[src/rtl/seq_adder.sv]
// seq_adder: multi-cycle chunked ripple adder/subtractor with valid/ready handshakes
module seq_adder #(
  parameter int WIDTH = 8,
  parameter int CHUNK = 2
) (
  input  logic             clk_i,
  input  logic             rst_ni,
  input  logic             in_valid_i,
  output logic             in_ready_o,
  input  logic [WIDTH-1:0] a_i,
  input  logic [WIDTH-1:0] b_i,
  input  logic             Cin_i,
  input  logic             sub_i,
  output logic             out_valid_o,
  input  logic             out_ready_i,
  output logic [WIDTH-1:0] s_o,
  output logic             Cout_o,
  output logic             ovf_o
);
  localparam int N = WIDTH / CHUNK;
  localparam int CW = (N > 1) ? $clog2(N) : 1;
  localparam logic [CW-1:0] LAST = CW'(N - 1);
  if (CHUNK < 1 || CHUNK > WIDTH || WIDTH % CHUNK != 0) begin : g_bad_chunk
    $error("seq_adder: CHUNK must be in 1..WIDTH and divide WIDTH");
  end
  typedef enum logic [1:0] {IDLE, CALC, DONE} state_t;
  state_t state_q, state_d;
  logic [WIDTH-1:0] a_q, a_d, b_q, b_d, psum_q, psum_d, s_q, s_d, psum_nx;
  logic carry_q, carry_d, cout_q, cout_d, ovf_q, ovf_d, last;
  logic [CW-1:0] cnt_q, cnt_d;
  logic [CHUNK-1:0] sum;
  logic [CHUNK:0] c;
  // Ripple CHUNK full-adder cells across the low bits of the operand registers
  always_comb begin
    sum = '0;
    c = '0;
    c[0] = carry_q;
    for (int i = 0; i < CHUNK; i++) begin
      sum[i] = a_q[i] ^ b_q[i] ^ c[i];
      c[i+1] = (a_q[i] & b_q[i]) | (c[i] & (a_q[i] ^ b_q[i]));
    end
  end
  assign psum_nx = (psum_q >> CHUNK) | (WIDTH'(sum) << (WIDTH - CHUNK));
  assign last = cnt_q == LAST;
  // Next-state and datapath updates; outputs are only loaded on the final chunk
  always_comb begin
    state_d = state_q;
    a_d = a_q;
    b_d = b_q;
    carry_d = carry_q;
    cnt_d = cnt_q;
    psum_d = psum_q;
    s_d = s_q;
    cout_d = cout_q;
    ovf_d = ovf_q;
    case (state_q)
      IDLE: if (in_valid_i) begin
        state_d = CALC;
        a_d = a_i;
        b_d = sub_i ? ~b_i : b_i;
        carry_d = sub_i | Cin_i;
        cnt_d = '0;
      end
      CALC: begin
        state_d = last ? DONE : CALC;
        a_d = a_q >> CHUNK;
        b_d = b_q >> CHUNK;
        carry_d = c[CHUNK];
        cnt_d = cnt_q + CW'(1);
        psum_d = psum_nx;
        s_d = last ? psum_nx : s_q;
        cout_d = last ? c[CHUNK] : cout_q;
        ovf_d = last ? c[CHUNK-1] ^ c[CHUNK] : ovf_q;
      end
      DONE: state_d = out_ready_i ? IDLE : DONE;
      default: state_d = IDLE;
    endcase
  end
  // State and datapath registers
  always_ff @(posedge clk_i or negedge rst_ni) begin
    if (!rst_ni) begin
      state_q <= IDLE;
      a_q <= '0;
      b_q <= '0;
      carry_q <= 1'b0;
      cnt_q <= '0;
      psum_q <= '0;
      s_q <= '0;
      cout_q <= 1'b0;
      ovf_q <= 1'b0;
    end else begin
      state_q <= state_d;
      a_q <= a_d;
      b_q <= b_d;
      carry_q <= carry_d;
      cnt_q <= cnt_d;
      psum_q <= psum_d;
      s_q <= s_d;
      cout_q <= cout_d;
      ovf_q <= ovf_d;
    end
  end
  assign in_ready_o = state_q == IDLE;
  assign out_valid_o = state_q == DONE;
  assign s_o = s_q;
  assign Cout_o = cout_q;
  assign ovf_o = ovf_q;
endmodule

[config.mk]
export PLATFORM = sky130hd
export DESIGN_NAME = seq_adder
export DESIGN_NICKNAME = d
export VERILOG_FILES = /design/src/rtl/seq_adder.sv
export SDC_FILE = /design/constraint.sdc
export NUM_CORES = 1
export LEC_CHECK = 0
export CAP_MARGIN = 20
export CORE_MARGIN = 2
export CORE_UTILIZATION = 50
export DETAILED_ROUTE_END_ITERATION = 16
export MAX_ROUTING_LAYER = met4
export PLACE_DENSITY = 0.77
export SKIP_LAST_GASP = 1
export SYNTH_ARGS = -nofsm -noshare
export SYNTH_HDL_FRONTEND = slang
export SYNTH_SLANG_ARGS = --single-unit
[constraint.sdc]
create_clock -name clk_i -period 2 [get_ports clk_i]
set_input_delay 0.3 -clock clk_i [delete_from_list [all_inputs] [get_ports clk_i]]
set_output_delay 0.3 -clock clk_i [all_outputs]
set_load 0.02 [all_outputs]
## Yosys cells after proc, flatten, opt, wreduce, memory -nomap -nowiden

Cells that the tools add are included.

| storage, ports and cells | value |
|---|---|
| register bits after elaboration | 39 |
| input bits | 22 |
| output and inout port bits | 12 |
| word-level logic and storage cells | 45 |

| cells by class | value |
|---|---|
| $add $sub $neg | 1 |
| equal/unequal tests | 4 |
| mux-type cells | 13 |
| bitwise logic cells | 14 |
| reduce and logical (&&, ||, !) cells | 4 |

Operator list:

| operator | number |
|---|---|
| one-hot mux 8 bit (2 select lines) | 2 |
| 2-to-1 mux 8 bit | 3 |
| 2-to-1 mux 2 bit | 4 |
| inverter 8 bit | 1 |
| bitwise OR 6 x 8 -> 8 bit | 1 |
| one-hot mux 2 bit (3 select lines) | 1 |
| XOR 1 bit | 5 |
| bitwise AND 1 bit | 4 |
| == test 2 bit, second input constant | 2 |
| one-hot mux 2 bit (2 select lines) | 1 |
| AND reduction 2 bit | 2 |
| bitwise OR 1 bit | 3 |
| adder 2 x 1 -> 2 bit, second input constant | 1 |
| == test 2 x 1 -> 1 bit, second input constant | 1 |
| zero test 2 bit | 1 |
| != test 2 bit, second input constant | 1 |
| one-hot mux 1 bit (2 select lines) | 1 |
| nonzero test 2 bit | 1 |
| 2-to-1 mux 1 bit | 1 |

## Logic depth before layout (Yosys ltp)

| logic depth | value |
|---|---|
| word-level depth | 6 |
| depth in mapped cells | 6 |
| gate-level depth less buffers | 5 |

## Least setup slack after synthesis

OpenSTA, ideal clock, no wires.

| timing | value |
|---|---|
| path kind | flip-flop to flip-flop |
| start point | register a_q[0] |
| end point | register ovf_q (netlist: ovf_o) |
| setup time | 128 ps |
| arrival time | 1479 ps |
| required time | 1872 ps |
| slack | 393 ps |
| cell stages (with the launch flop) | 6 |
| path buffers | 0 |
| period minus slack after synthesis | 1607 ps |
| path through | dfrtp_1 > inv_1 > fa_1 > fa_1 > xnor2_1 > o21ai_0 |

| on the way | value |
|---|---|
| cells in the longest elaborated chain, start to end | 6 |
| elaborated cells between the ends (all ways) | 7 |
| classes of those cells | bitwise (7) |

RTL lines:

| item | RTL line | source |
|---|---|---|
| start: declaration | 28 | `logic [WIDTH-1:0] a_q, a_d, b_q, b_d, psum_q, psum_d, s_q, s_d, psum_nx;` |
| start signal: assignment | 83 | `a_q <= '0;` |
| start signal: assignment | 93 | `a_q <= a_d;` |
| XOR 1 bit | 40 | `c[i+1] = (a_q[i] & b_q[i]) \| (c[i] & (a_q[i] ^ b_q[i]));` |
| bitwise AND 1 bit | 40 |  |
| bitwise OR 1 bit (*) | 40 |  |
| bitwise AND 1 bit | 40 |  |
| bitwise OR 1 bit | 40 |  |
| XOR 1 bit (*) | 73 | `ovf_d = last ? c[CHUNK-1] ^ c[CHUNK] : ovf_q;` |
| end signal: assignment | 100 | `ovf_q <= ovf_d;` |
| end: declaration | 29 | `logic carry_q, carry_d, cout_q, cout_d, ovf_q, ovf_d, last;` |

Every way passes the cells marked *; elsewhere a longest branch is shown, timed or not.
A chain may end at the register's enable or synchronous reset.

## Worst setup path in the final report

| timing | value |
|---|---|
| start point | register state_q[1] |
| end point | output in_ready_o |

| on the way | value |
|---|---|
| cells in the longest elaborated chain, start to end | 1 |

RTL lines:

| item | RTL line | source |
|---|---|---|
| start: declaration | 27 | `state_t state_q, state_d;` |
| start signal: assignment | 92 | `state_q <= state_d;` |
| zero test 2 bit | 103 | `assign in_ready_o = state_q == IDLE;` |
| end: declaration | 9 | `output logic in_ready_o,` |

Every way passes these cells.

==> impl_metrics.prom <==
# TYPE chip_impl_metric gauge
chip_impl_metric{name="areaGrowthSynthToFinish",unit="%"} 26.48
chip_impl_metric{name="drt_drc_violations_left",unit=""} 0
chip_impl_metric{name="critPathRequiredTime",unit="ps"} 1700
chip_impl_metric{name="antenna_cells",unit=""} 0
chip_impl_metric{name="critical_path_arrival",unit="ps"} 1580
chip_impl_metric{name="period_share",unit="%"} 94.05
chip_impl_metric{name="post_synthesis_cell_area",unit="mm^2"} 0.001777
chip_impl_metric{name="finalHoldViolations",unit=""} 0
chip_impl_metric{name="detailroute.via_count",unit=""} 1381
chip_impl_metric{name="core_region_area",unit="mm^2"} 0.003363
chip_impl_info{name="worst_hold_path_type",value="in2async"} 1
chip_impl_metric{name="rows",unit=""} 21
chip_impl_metric{name="max-clock-path-buffers",unit=""} 2
chip_impl_info{name="grt_setup_unrepaired",value="no"} 1
chip_impl_metric{name="placement.io_buffers",unit=""} 33
chip_impl_metric{name="grt_usage",unit="%"} 20.59
chip_impl_info{name="tritoncts",value="built"} 1
chip_impl_metric{name="finalClockSkew",unit="ps"} 9.603
chip_impl_metric{name="max_slew_margin",unit="%"} 68.13
chip_impl_metric{name="n_fill_cell",unit=""} 303
chip_impl_metric{name="final_estimated_routing_congestion_in_global_placement",unit=""} 0.8083
chip_impl_metric{name="die_area",unit="mm^2"} 0.004046
chip_impl_info{name="setup.worst_path.start_class",value="flip-flop"} 1
chip_impl_metric{name="cts.sink_count",unit=""} 37
chip_impl_metric{name="gr-total-overflow",unit=""} 0
chip_impl_metric{name="timing_worst_slew_pin_value",unit="ps"} 476.6
chip_impl_metric{name="cts_post_setup_buffers_inserted",unit=""} 0
chip_impl_metric{name="cts.htree.levels",unit=""} 2
chip_impl_metric{name="holdBufCountCts",unit=""} 0
chip_impl_metric{name="drt-pass1-iter-count",unit=""} 4
chip_impl_metric{name="boundaryPins",unit=""} 34
chip_impl_metric{name="synth_seq_cells",unit=""} 37
chip_impl_metric{name="slew_violations",unit=""} 0
chip_impl_metric{name="total_leakage_power",unit="nW"} 1.017
chip_impl_metric{name="die_width",unit="um"} 63.61
chip_impl_metric{name="wl_per_cell",unit="um"} 14.36
chip_impl_metric{name="route.final.wire_length",unit="um"} 3675
chip_impl_metric{name="period_needed",unit="ps"} 1881
chip_impl_metric{name="max_clock_freq",unit="MHz"} 531.6
chip_impl_info{name="worst-setup-path-type",value="reg2out"} 1
chip_impl_metric{name="syn-instance-count",unit=""} 173
chip_impl_info{name="root_buffer",value="sky130_fd_sc_hd__clkbuf_4"} 1
chip_impl_metric{name="synth_warnings",unit=""} 0
chip_impl_info{name="timing.rr.end",value="ovf_o$_DFFE_PN0P_"} 1
chip_impl_metric{name="dp_hpwl",unit="um"} 2711
chip_impl_metric{name="synth_sequential_area_ratio",unit="%"} 52.11
chip_impl_metric{name="reg_to_reg_setup_timing_slack",unit="ps"} 250
chip_impl_metric{name="critical_path.max_fanout",unit=""} 12
chip_impl_metric{name="area_after_detailed_placement",unit="mm^2"} 0.002172
chip_impl_info{name="critical_path.endpoint_type",value="primary output"} 1
chip_impl_metric{name="max_cap_viols",unit=""} 0
chip_impl_info{name="status",value="finished, final reports clean"} 1
chip_impl_metric{name="grt_start_max_net_pins",unit=""} 38
chip_impl_metric{name="cts.reportedPaths.clkPinSlew",unit="ps"} 110
chip_impl_metric{name="synthesis.area_per_instance",unit="um^2"} 10.27
chip_impl_metric{name="layout.nets",unit=""} 234
chip_impl_metric{name="setup-violations-final",unit=""} 0
chip_impl_metric{name="power.density",unit="mW/mm^2"} 1424
chip_impl_metric{name="vdd.ir_drop.worst",unit="mV"} 0.8037
chip_impl_metric{name="grt_pass1_vias",unit=""} 1366
chip_impl_metric{name="detail_route.iter0.violations",unit=""} 62
chip_impl_metric{name="r2r_cells",unit=""} 5
chip_impl_metric{name="antenna_found_initial",unit=""} 0
chip_impl_metric{name="numCtsBuffers",unit=""} 5
chip_impl_metric{name="finished_cell_area",unit="mm^2"} 0.002247
chip_impl_metric{name="total_negative_setup_slacks",unit="ps"} 0
chip_impl_metric{name="chipHeight",unit="um"} 63.61
chip_impl_metric{name="latest_clock_arrival_within_the_worst_skew_pair",unit="ps"} 340
chip_impl_info{name="worstReg2RegStart",value="a_q[0]$_DFFE_PN0P_"} 1
chip_impl_metric{name="final_core_util",unit="%"} 66.82
chip_impl_metric{name="post_synth_num_cell_types",unit=""} 25
chip_impl_metric{name="synth.net_count",unit=""} 198
chip_impl_metric{name="grt_pass1_wl",unit="um"} 6279
chip_impl_metric{name="final_antenna_net_count",unit=""} 0
chip_impl_metric{name="drive_above_1_share",unit="%"} 14.29
chip_impl_metric{name="post_drt_via_cell_ratio",unit=""} 5.395
chip_impl_metric{name="effective_utilization_at_floorplan",unit="%"} 52.83
chip_impl_metric{name="post-layout-total-power",unit="mW"} 3.200
flip-flops by register name, summed over array words and instances, names as in the netlist:
name     count
ovf_o        1
a_q          8
psum_q       6
Cout_o       1
s_o          8
cnt_q        2
carry_q      1
state_q      2
b_q          8
cells in the mapped netlist:
master	number	area, um^2
sky130_fd_sc_hd__mux2_2	6	67.56
sky130_fd_sc_hd__o211ai_1	2	15.01
sky130_fd_sc_hd__o21ai_0	22	110.1
sky130_fd_sc_hd__nor2b_1	5	31.28
sky130_fd_sc_hd__a21oi_1	7	35.03
sky130_fd_sc_hd__a22oi_1	9	67.56
sky130_fd_sc_hd__inv_1	10	37.54
sky130_fd_sc_hd__clkbuf_1	4	15.01
sky130_fd_sc_hd__fa_1	2	40.04
sky130_fd_sc_hd__buf_2	9	45.04
sky130_fd_sc_hd__nand2b_1	2	12.51
sky130_fd_sc_hd__o32ai_1	4	35.03
sky130_fd_sc_hd__xor2_1	2	17.52
sky130_fd_sc_hd__nor2_1	5	18.77
sky130_fd_sc_hd__a2bb2oi_1	2	17.52
sky130_fd_sc_hd__ha_1	1	12.51
sky130_fd_sc_hd__nand2_1	26	97.59
sky130_fd_sc_hd__a221o_2	4	45.04
sky130_fd_sc_hd__mux2i_1	1	10.01
sky130_fd_sc_hd__o21a_1	1	7.510
sky130_fd_sc_hd__or3b_1	1	8.760
sky130_fd_sc_hd__and2b_1	3	22.52
sky130_fd_sc_hd__xnor2_1	7	61.31
sky130_fd_sc_hd__nand3b_4	1	20.02
sky130_fd_sc_hd__dfrtp_1	37	925.9
where the power goes:
part,total [mW],internal [mW],switching (mW)
clock network,0.441,0.204,0.237
logic,1.46,0.692,0.764
registers,1.30,1.07,0.237
total,3.20,1.96,1.24
worst max-delay path by stage:
stage | from | end | slack [ps] | depth (start not counted)
finish | state_q[1]$_DFFE_PN0P_ | in_ready_o | 120 | 2
global route | state_q[1]$_DFFE_PN0P_ | in_ready_o | 9 | 2
CTS | state_q[0]$_DFFE_PN0P_ | out_valid_o | 20 | 3
detailed placement | sub_i | b_q[0]$_DFFE_PN0P_ | 230 | 4
global placement | sub_i | b_q[0]$_DFFE_PN0P_ | 280 | 4
floorplan | a_q[0]$_DFFE_PN0P_ | ovf_o$_DFFE_PN0P_ | 390 | 5
final cells by class:
cell class,count,area [um^2],area share [%]
Tap cell,46,57.56,2.561
Timing Repair Buffer,42,400.4,17.82
Sequential cell,37,928.4,41.31
Clock inverter,1,5.005,0.2227
Multi-Input combinational cell,113,753.2,33.52
Clock buffer,7,65.06,2.895
Inverter,10,37.54,1.670
metal layers:
metal | track usage (%) | vias up | wire length [um]
met5 | - | - | 0
met4 | 7.065 | 0 | 63
met3 | 5.000 | 8 | 145
met2 | 33.16 | 34 | 1856
met1 | 25.47 | 672 | 1609
li1 | - | 667 | -
cells by family (layout without fill, tap and decap cells):
logic type	Yosys count	after routing	share of synthesized area, %
AOI/OAI and AO/OA	51	51	18.73
and+or+nand+nor	43	43	11.90
DFF	37	37	52.11
buffers and inverters	23	60	5.493
xor gates and xnor gates	9	9	4.437
muxes	7	7	4.366
adders and majority gates	3	3	2.958
critical path, cell delays in order, from the launching register on:
cell	delay [ps]
sky130_fd_sc_hd__dfrtp_2	510
sky130_fd_sc_hd__nor2_1	120
sky130_fd_sc_hd__clkdlybuf4s50_1	610
placed cells by master, fill, tap and decap left out, types with 3 or more instances in the layout:
master / n
sky130_fd_sc_hd__a21oi_1: 7
sky130_fd_sc_hd__clkdlybuf4s50_1: 32
sky130_fd_sc_hd__dfrtp_1: 35
sky130_fd_sc_hd__buf_4: 9
sky130_fd_sc_hd__mux2_2: 6
sky130_fd_sc_hd__nand2_1: 26
sky130_fd_sc_hd__nor2b_1: 5
sky130_fd_sc_hd__o32ai_1: 4
sky130_fd_sc_hd__o21ai_0: 22
sky130_fd_sc_hd__a221o_2: 4
sky130_fd_sc_hd__inv_1: 10
sky130_fd_sc_hd__nor2_1: 5
sky130_fd_sc_hd__a22oi_1: 9
sky130_fd_sc_hd__and2b_1: 3
sky130_fd_sc_hd__xnor2_1: 7
sky130_fd_sc_hd__clkbuf_4: 5
metrics by stage:
stage               instances  hold slack (ps)  setup slack (ps)
floorplan                 173            4.409             393.3
global placement          248            455.7             280.2
detailed placement        248            470.4             226.5
CTS                       256            380.1             21.10
global route              256            407.6             8.617
finish                    256            376.8             119.0
what timing repair did:
action / CTS / global route
resized for setup: 2 / 1
gates cloned: 0 / 0
endpoints found under the setup margin: 1 / 1
Power figures use the tool's default switching activity.
